File: config.mk
export PLATFORM = sky130hd
export DESIGN_NAME = lsu_read_arbiter_ooo
export DESIGN_NICKNAME = d
export VERILOG_FILES = /design/src/rtl/lsu_read_arbiter_ooo.sv
export SDC_FILE = /design/constraint.sdc
export NUM_CORES = 1
export LEC_CHECK = 0
export CORE_ASPECT_RATIO = 0.5
export CORE_UTILIZATION = 41
export DETAILED_ROUTE_END_ITERATION = 8
export GPL_TIMING_DRIVEN = 1
export HOLD_SLACK_MARGIN = 0.12
export PLACE_DENSITY_LB_ADDON = 0.12
export SLEW_MARGIN = 20
export SYNTH_ARGS = -nofsm -noshare
export SYNTH_HDL_FRONTEND = slang
export SYNTH_SLANG_ARGS = --single-unit
File: constraint.sdc
create_clock -name iClk -period 13.73 [get_ports iClk]
set_input_delay 2.746 -clock iClk [delete_from_list [all_inputs] [get_ports iClk]]
set_output_delay 2.746 -clock iClk [all_outputs]
set_load 0.02 [all_outputs]
File: src/rtl/lsu_read_arbiter_ooo.sv
// Multi-LSU read arbiter: grants one global-memory read per cycle, merges same-address
// requesters, and routes in-order responses back through a tag FIFO of grant masks.
module lsu_read_arbiter_ooo #(
    parameter int D_WIDTH              = 32,
    parameter int INTERFACE_ADDR_WIDTH = 32,
    parameter int NUM_LSU              = 4,
    parameter int MAX_OUTSTANDING      = 4,
    parameter int ARB_MODE             = 0,
    parameter int COALESCE             = 1
) (
    input  logic                                    iClk,
    input  logic                                    iReset_n,
    input  logic [NUM_LSU*INTERFACE_ADDR_WIDTH-1:0] iReadAddress,
    input  logic [NUM_LSU-1:0]                      iReadRequest,
    output logic [NUM_LSU-1:0]                      oReadAccept,
    output logic [NUM_LSU*D_WIDTH-1:0]              oReadData,
    output logic [NUM_LSU-1:0]                      oReadDataValid,
    output logic [INTERFACE_ADDR_WIDTH-1:0]         oReadAddress,
    output logic                                    oReadRequest,
    input  logic                                    iReadAccept,
    input  logic [D_WIDTH-1:0]                      iReadData,
    input  logic                                    iReadDataValid,
    output logic [$clog2(MAX_OUTSTANDING+1)-1:0]    oOutstanding,
    output logic                                    oError
);

    localparam int AW    = INTERFACE_ADDR_WIDTH;
    localparam int CNT_W = $clog2(MAX_OUTSTANDING + 1);
    localparam int PTR_W = $clog2(MAX_OUTSTANDING);
    localparam int IDX_W = $clog2(NUM_LSU);

    localparam logic [CNT_W-1:0] CNT_FULL  = CNT_W'(MAX_OUTSTANDING);
    localparam logic [IDX_W-1:0] IDX_LAST  = IDX_W'(NUM_LSU - 1);
    localparam logic [IDX_W:0]   NUM_LSU_W = (IDX_W + 1)'(NUM_LSU);

    typedef logic [NUM_LSU-1:0] lsu_mask_t;

    lsu_mask_t          tag_mem_q [MAX_OUTSTANDING];
    logic [PTR_W-1:0]   wr_ptr_q, wr_ptr_d;
    logic [PTR_W-1:0]   rd_ptr_q, rd_ptr_d;
    logic [CNT_W-1:0]   count_q, count_d;
    logic [IDX_W-1:0]   rr_ptr_q, rr_ptr_d;
    lsu_mask_t          pending_q, pending_d;
    lsu_mask_t          rvalid_q, rvalid_d;
    logic [D_WIDTH-1:0] rdata_q, rdata_d;
    logic               error_q, error_d;

    lsu_mask_t          elig;
    lsu_mask_t          addr_match;
    lsu_mask_t          grant_mask;
    lsu_mask_t          head_mask;
    logic               have_winner;
    logic [IDX_W-1:0]   winner_idx;
    logic [IDX_W:0]     cand;
    logic [AW-1:0]      win_addr;
    logic               fifo_empty;
    logic               push;
    logic               pop;

    // Winner selection, winner address and the coalesced grant mask.
    // NOTE: every variable gets a default at the top of the block so no latch is inferred.
    always_comb begin
        elig        = iReadRequest & ~pending_q;
        have_winner = 1'b0;
        winner_idx  = '0;
        cand        = '0;
        win_addr    = '0;
        addr_match  = '0;
        grant_mask  = '0;

        if (ARB_MODE == 1) begin
            for (int i = NUM_LSU - 1; i >= 0; i--) begin
                if (elig[i]) begin
                    have_winner = 1'b1;
                    winner_idx  = IDX_W'(i);
                end
            end
        end else begin
            // Scan downward so the closest eligible port above the pointer is written last.
            for (int k = NUM_LSU - 1; k >= 0; k--) begin
                cand = {1'b0, rr_ptr_q} + (IDX_W + 1)'(k);
                if (cand >= NUM_LSU_W) cand = cand - NUM_LSU_W;
                if (elig[cand[IDX_W-1:0]]) begin
                    have_winner = 1'b1;
                    winner_idx  = cand[IDX_W-1:0];
                end
            end
        end

        for (int p = 0; p < NUM_LSU; p++) begin
            if (have_winner && (IDX_W'(p) == winner_idx)) win_addr = iReadAddress[p*AW +: AW];
        end

        for (int p = 0; p < NUM_LSU; p++) begin
            if (elig[p] && (iReadAddress[p*AW +: AW] == win_addr)) addr_match[p] = 1'b1;
        end

        if (have_winner) begin
            grant_mask[winner_idx] = 1'b1;
            if (COALESCE == 1) grant_mask = grant_mask | addr_match;
        end
    end

    assign fifo_empty     = (count_q == '0);
    assign oReadRequest   = (|elig) & (count_q < CNT_FULL);
    assign oReadAddress   = win_addr;
    assign push           = oReadRequest & iReadAccept;
    assign pop            = iReadDataValid & ~fifo_empty;
    assign oReadAccept    = push ? grant_mask : '0;
    assign head_mask      = tag_mem_q[rd_ptr_q];
    assign oReadData      = {NUM_LSU{rdata_q}};
    assign oReadDataValid = rvalid_q;
    assign oOutstanding   = count_q;
    assign oError         = error_q;

    always_comb begin
        wr_ptr_d  = wr_ptr_q;
        rd_ptr_d  = rd_ptr_q;
        rr_ptr_d  = rr_ptr_q;
        pending_d = pending_q;
        rvalid_d  = '0;
        rdata_d   = rdata_q;
        error_d   = error_q;

        if (push) begin
            wr_ptr_d  = wr_ptr_q + 1'b1;
            pending_d = pending_d | grant_mask;
            rr_ptr_d  = (winner_idx == IDX_LAST) ? '0 : winner_idx + 1'b1;
        end

        if (pop) begin
            rd_ptr_d  = rd_ptr_q + 1'b1;
            pending_d = pending_d & ~head_mask;
            rvalid_d  = head_mask;
            rdata_d   = iReadData;
        end

        // A response with nothing in flight has no owner; drop it and flag it.
        if (iReadDataValid && fifo_empty) error_d = 1'b1;

        unique case ({push, pop})
            2'b10:   count_d = count_q + 1'b1;
            2'b01:   count_d = count_q - 1'b1;
            default: count_d = count_q;
        endcase
    end

    // NOTE: state flops use non-blocking assignments so every flop samples pre-edge values.
    always_ff @(posedge iClk or negedge iReset_n) begin
        if (!iReset_n) begin
            wr_ptr_q  <= '0;
            rd_ptr_q  <= '0;
            count_q   <= '0;
            rr_ptr_q  <= '0;
            pending_q <= '0;
            rvalid_q  <= '0;
            rdata_q   <= '0;
            error_q   <= 1'b0;
        end else begin
            wr_ptr_q  <= wr_ptr_d;
            rd_ptr_q  <= rd_ptr_d;
            count_q   <= count_d;
            rr_ptr_q  <= rr_ptr_d;
            pending_q <= pending_d;
            rvalid_q  <= rvalid_d;
            rdata_q   <= rdata_d;
            error_q   <= error_d;
        end
    end

    // NOTE: tag storage has no reset; count and pointers alone decide which entries are live.
    always_ff @(posedge iClk) begin
        if (push) tag_mem_q[wr_ptr_q] <= grant_mask;
    end

endmodule

==> impl_metrics.yaml, run 1 <==
yosys:
  syn_inst: 1037
  ys_async_sr_fraction: 0.758
  avgSynthCellArea_um2: 7.40
  synth_edf_count: 16
  yosys_warnings: 0
  synthFlopType: "dfrtp_1"
  synthDistinctLibCells: 82
  synth_seq_cells: 66
  yosysSeqAreaShare: 0.226
  synth_area_mm2: 0.00767
  syn_nets: 1215
detailed_routing:
  drt_first_pass_iters: 5
  drc: 0
  vias: 9095
  drt_wl_total_um: 34700
  drtIter0Drc: 985
  wl_per_cell_um: 23.4
  avgViaCountPerCell: 6.12
  drtAntennaViolNets: 0
finish:
  final_nets: 1423
  drive_above_1_share: 0.0400
  design_area_mm2: 0.0108
  fin_cells: 1485
  final_util: 0.604
  area_growth_pct: 40.3
  n_fill_cell: 1590
die:
  start_util: 0.430
  core-area_mm2: 0.0178
  die_area_mm2: 0.0193
  ios: 341
  fp.dieW_um: 195
  rows: 34
  chipHeight_um: 98.7
pwr:
  switching_power_mw: 1.53
  finalPower_mw: 2.87
  p_seq_frac: 0.125
  p_sw_frac: 0.532
  p_leak_nw: 4.32
  p_int_mw: 1.35
  power_frac_comb: 0.801
  ir_drop_mv: 0.117
  power.density_mw_per_mm2: 267
  p_clk_frac: 0.074
clock_tree:
  clk_latency_ns: 0.32
  post_cts_resized: 0
  cts_made_buffers: 9
  holdBufCountCts: 0
  cts_max_level: 3
  cts_root_buf: "clkbuf_16"
  cts_max_path_buffers: 2
  cts_num_sinks: 66
  cts_setup_buffers: 0
  cts_tree: "yes"
  clk_pin_slew_ns: 0.05
critical_path:
  r2r-end: "tag_mem_q[0][0]$_DFFE_PP_"
  reg2reg_setup_slack_ns: 7.61
  cp_max_fo: 66
  cp.required_ns: 10.98
  critPathArrivalTime_ns: 9.13
  cp-end-kind: "primary output"
  r2r-start: "pending_q[3]$_DFF_PN0_"
  critPathMaxStageDelay_ns: 0.80
  rr_worst_depth: 13
  path_cells: "clkdlybuf4s50_1, nor2b_1, o21ai_0, nand2_1, o221a_2, ha_2, buf_4, a22o_1, o2bb2ai_1, a2111oi_0, nand4_1, or4_1, or4b_1, o22ai_1, clkdlybuf4s50_1"
  cpMostUsedCell: "clkdlybuf4s50_1"
  worstSetupStartpointType: "input pin"
  path_class: "in -> out"
  slowest_stage: "a2111oi_0"
timing:
  setup_ws_ns: 1.86
  worstMarginPinSlew_ns: 1.14
  hold_viol_final: 0
  fin_tns_setup_ns: 0
  maxSlewViolCount: 0
  fin_worst_hold_slack_ns: 0.488
  slew_headroom: 0.232
  fmax_ghz: 0.0842
  setup_viol: 0
  clock_skew_ns: 0.00441
  post-route-period-util: 0.865
  rsz0062_at_grt: "no"
  period_needed_ns: 11.87
global_route:
  overflow: 0
  grt_use_total: 0.352
  grt_pass1_wl_um: 51700
  antenna_found_initial: 2
  first_global_vias: 8451
  grt_max_degree: 75
status:
  status: "completed"
worst_hold_path:
  hp-start: "oError$_DFFE_PN0P_"
  holdPathEnd: "oError$_DFFE_PN0P_"
  hold_path_depth: 1
  hold_class: "reg -> reg"
placement:
  dp_cells: 1468
  dpl.hpwl_um: 27700
  port_buffers: 340
  placed_area_mm2: 0.0105
  gp_congestion: 1.01
  dpl_worst_slack_ns: 2.09
run:
  maxCapViolCount: 0
-- how the worst max path moves through the flow --
stage | from | end | slack [ns] | cells past startpoint
after global placement | iReadRequest[3] | oReadAccept[0] | 2.18 | 15
after floorplan | iReadRequest[0] | oReadAccept[0] | 3.83 | 17
after CTS | iReadRequest[3] | oReadAccept[3] | 2.08 | 15
after global routing | iReadRequest[3] | oReadAccept[0] | 1.67 | 16
after detailed placement | iReadRequest[3] | oReadAccept[3] | 2.09 | 15
final | iReadRequest[3] | oReadAccept[0] | 1.86 | 15
-- power by group through the flow --
stage | logic, mW | registers, mW | clock network, mW
detailed placement | 2.24 | 0.360 | 0
floorplan | 1.42 | 0.387 | 0
global placement | 2.23 | 0.356 | 0
finish | 2.30 | 0.358 | 0.213
global route | 2.43 | 0.370 | 0.226
CTS | 2.25 | 0.360 | 0.215
-- synth_stat cells (9+ instances only) --
| master | count | area, um2 |
|---|---|---|
| xnor2_1 | 26 | 228 |
| xor2_1 | 21 | 184 |
| nand3_1 | 34 | 170 |
| clkbuf_1 | 26 | 97.6 |
| nand2_1 | 176 | 661 |
| dfrtp_1 | 50 | 1250 |
| nand2b_1 | 19 | 119 |
| a21oi_1 | 47 | 235 |
| o22ai_1 | 9 | 56.3 |
| a22oi_1 | 10 | 75.1 |
| nor2_1 | 56 | 210 |
| nand4_1 | 14 | 87.6 |
| buf_2 | 27 | 135 |
| a31oi_1 | 13 | 81.3 |
| buf_4 | 99 | 743 |
| nor4_1 | 9 | 56.3 |
| nand3b_1 | 23 | 173 |
| inv_1 | 46 | 173 |
| edfxtp_1 | 16 | 480 |
| and3_1 | 14 | 87.6 |
| nor3_1 | 23 | 115 |
| o21ai_0 | 42 | 210 |
| ha_1 | 9 | 113 |
| a211oi_1 | 18 | 135 |
| nor2b_1 | 26 | 163 |
| and2_1 | 10 | 62.6 |
-- layout make-up --
class	count	area [um2]	area share
Multi-Input combinational cell	766	4770	0.443
Inverter	47	176	0.0164
Clock buffer	12	236	0.0220
Sequential cell	66	1730	0.161
Clock inverter	4	42.5	0.00395
Antenna cell	1	2.50	0.000232
Timing Repair Buffer	355	3510	0.326
Tap cell	234	293	0.0272
-- layout by cell type (no fill, tap or decap), types with 15 or more instances in the layout --
cell type / count
a211oi_1: 18
a21oi_1: 47
buf_4: 15
clkdlybuf4s50_1: 339
dfrtp_1: 50
edfxtp_1: 16
inv_1: 46
nand2_1: 176
nand2b_1: 19
nand3_1: 34
nand3b_1: 23
nor2_1: 56
nor2b_1: 26
nor3_1: 23
o21ai_0: 42
xnor2_1: 26
xor2_1: 21
-- sequential cells by signal, summed over array words and instances (netlist names) --
register / flops
rdata_q: 32
tag_mem_q: 16
rd_ptr_q: 2
oOutstanding: 3
oError: 1
pending_q: 4
wr_ptr_q: 2
oReadDataValid: 4
rr_ptr_q: 2
-- kinds of logic (layout without fill, tap and decap cells) --
| logic type | count (synthesis) | in the layout | synth area share |
|---|---|---|---|
| multiplexers | 10 | 10 | 0.0201 |
| AO/OA/AOI/OAI | 252 | 252 | 0.230 |
| flip-flops | 66 | 66 | 0.226 |
| buffers and inverters | 205 | 418 | 0.155 |
| AND/OR/NAND/NOR | 447 | 447 | 0.298 |
| other | 0 | 1 | 0 |
| adder cells (fa/ha/maj) | 10 | 10 | 0.0173 |
| XOR/XNOR | 47 | 47 | 0.0537 |
-- worst max-delay path: cells and delay by family --
kind	cells	cell delay [ns]
AND/OR/NAND/NOR	5	1.94
adder cells (fa/ha/maj)	1	0.60
buffers and inverters	3	1.78
AO/OA/AOI/OAI	6	2.04
-- layer usage --
metal,GRT usage,share of wire,vias to the layer above
met5,0,0.00035,-
li1,-,-,4074
met4,0.105,0.026,2
met1,0.477,0.41,4332
met3,0.0962,0.12,73
met2,0.548,0.44,614
Power figures use the tool's default switching activity.
==> inputs of run 2 (changes only) <==
CTS_CLUSTER_SIZE = 20   (was default)
==> results of run 2 <==
Same layout as run 1: the final DEF is identical, and so are final timing and power.
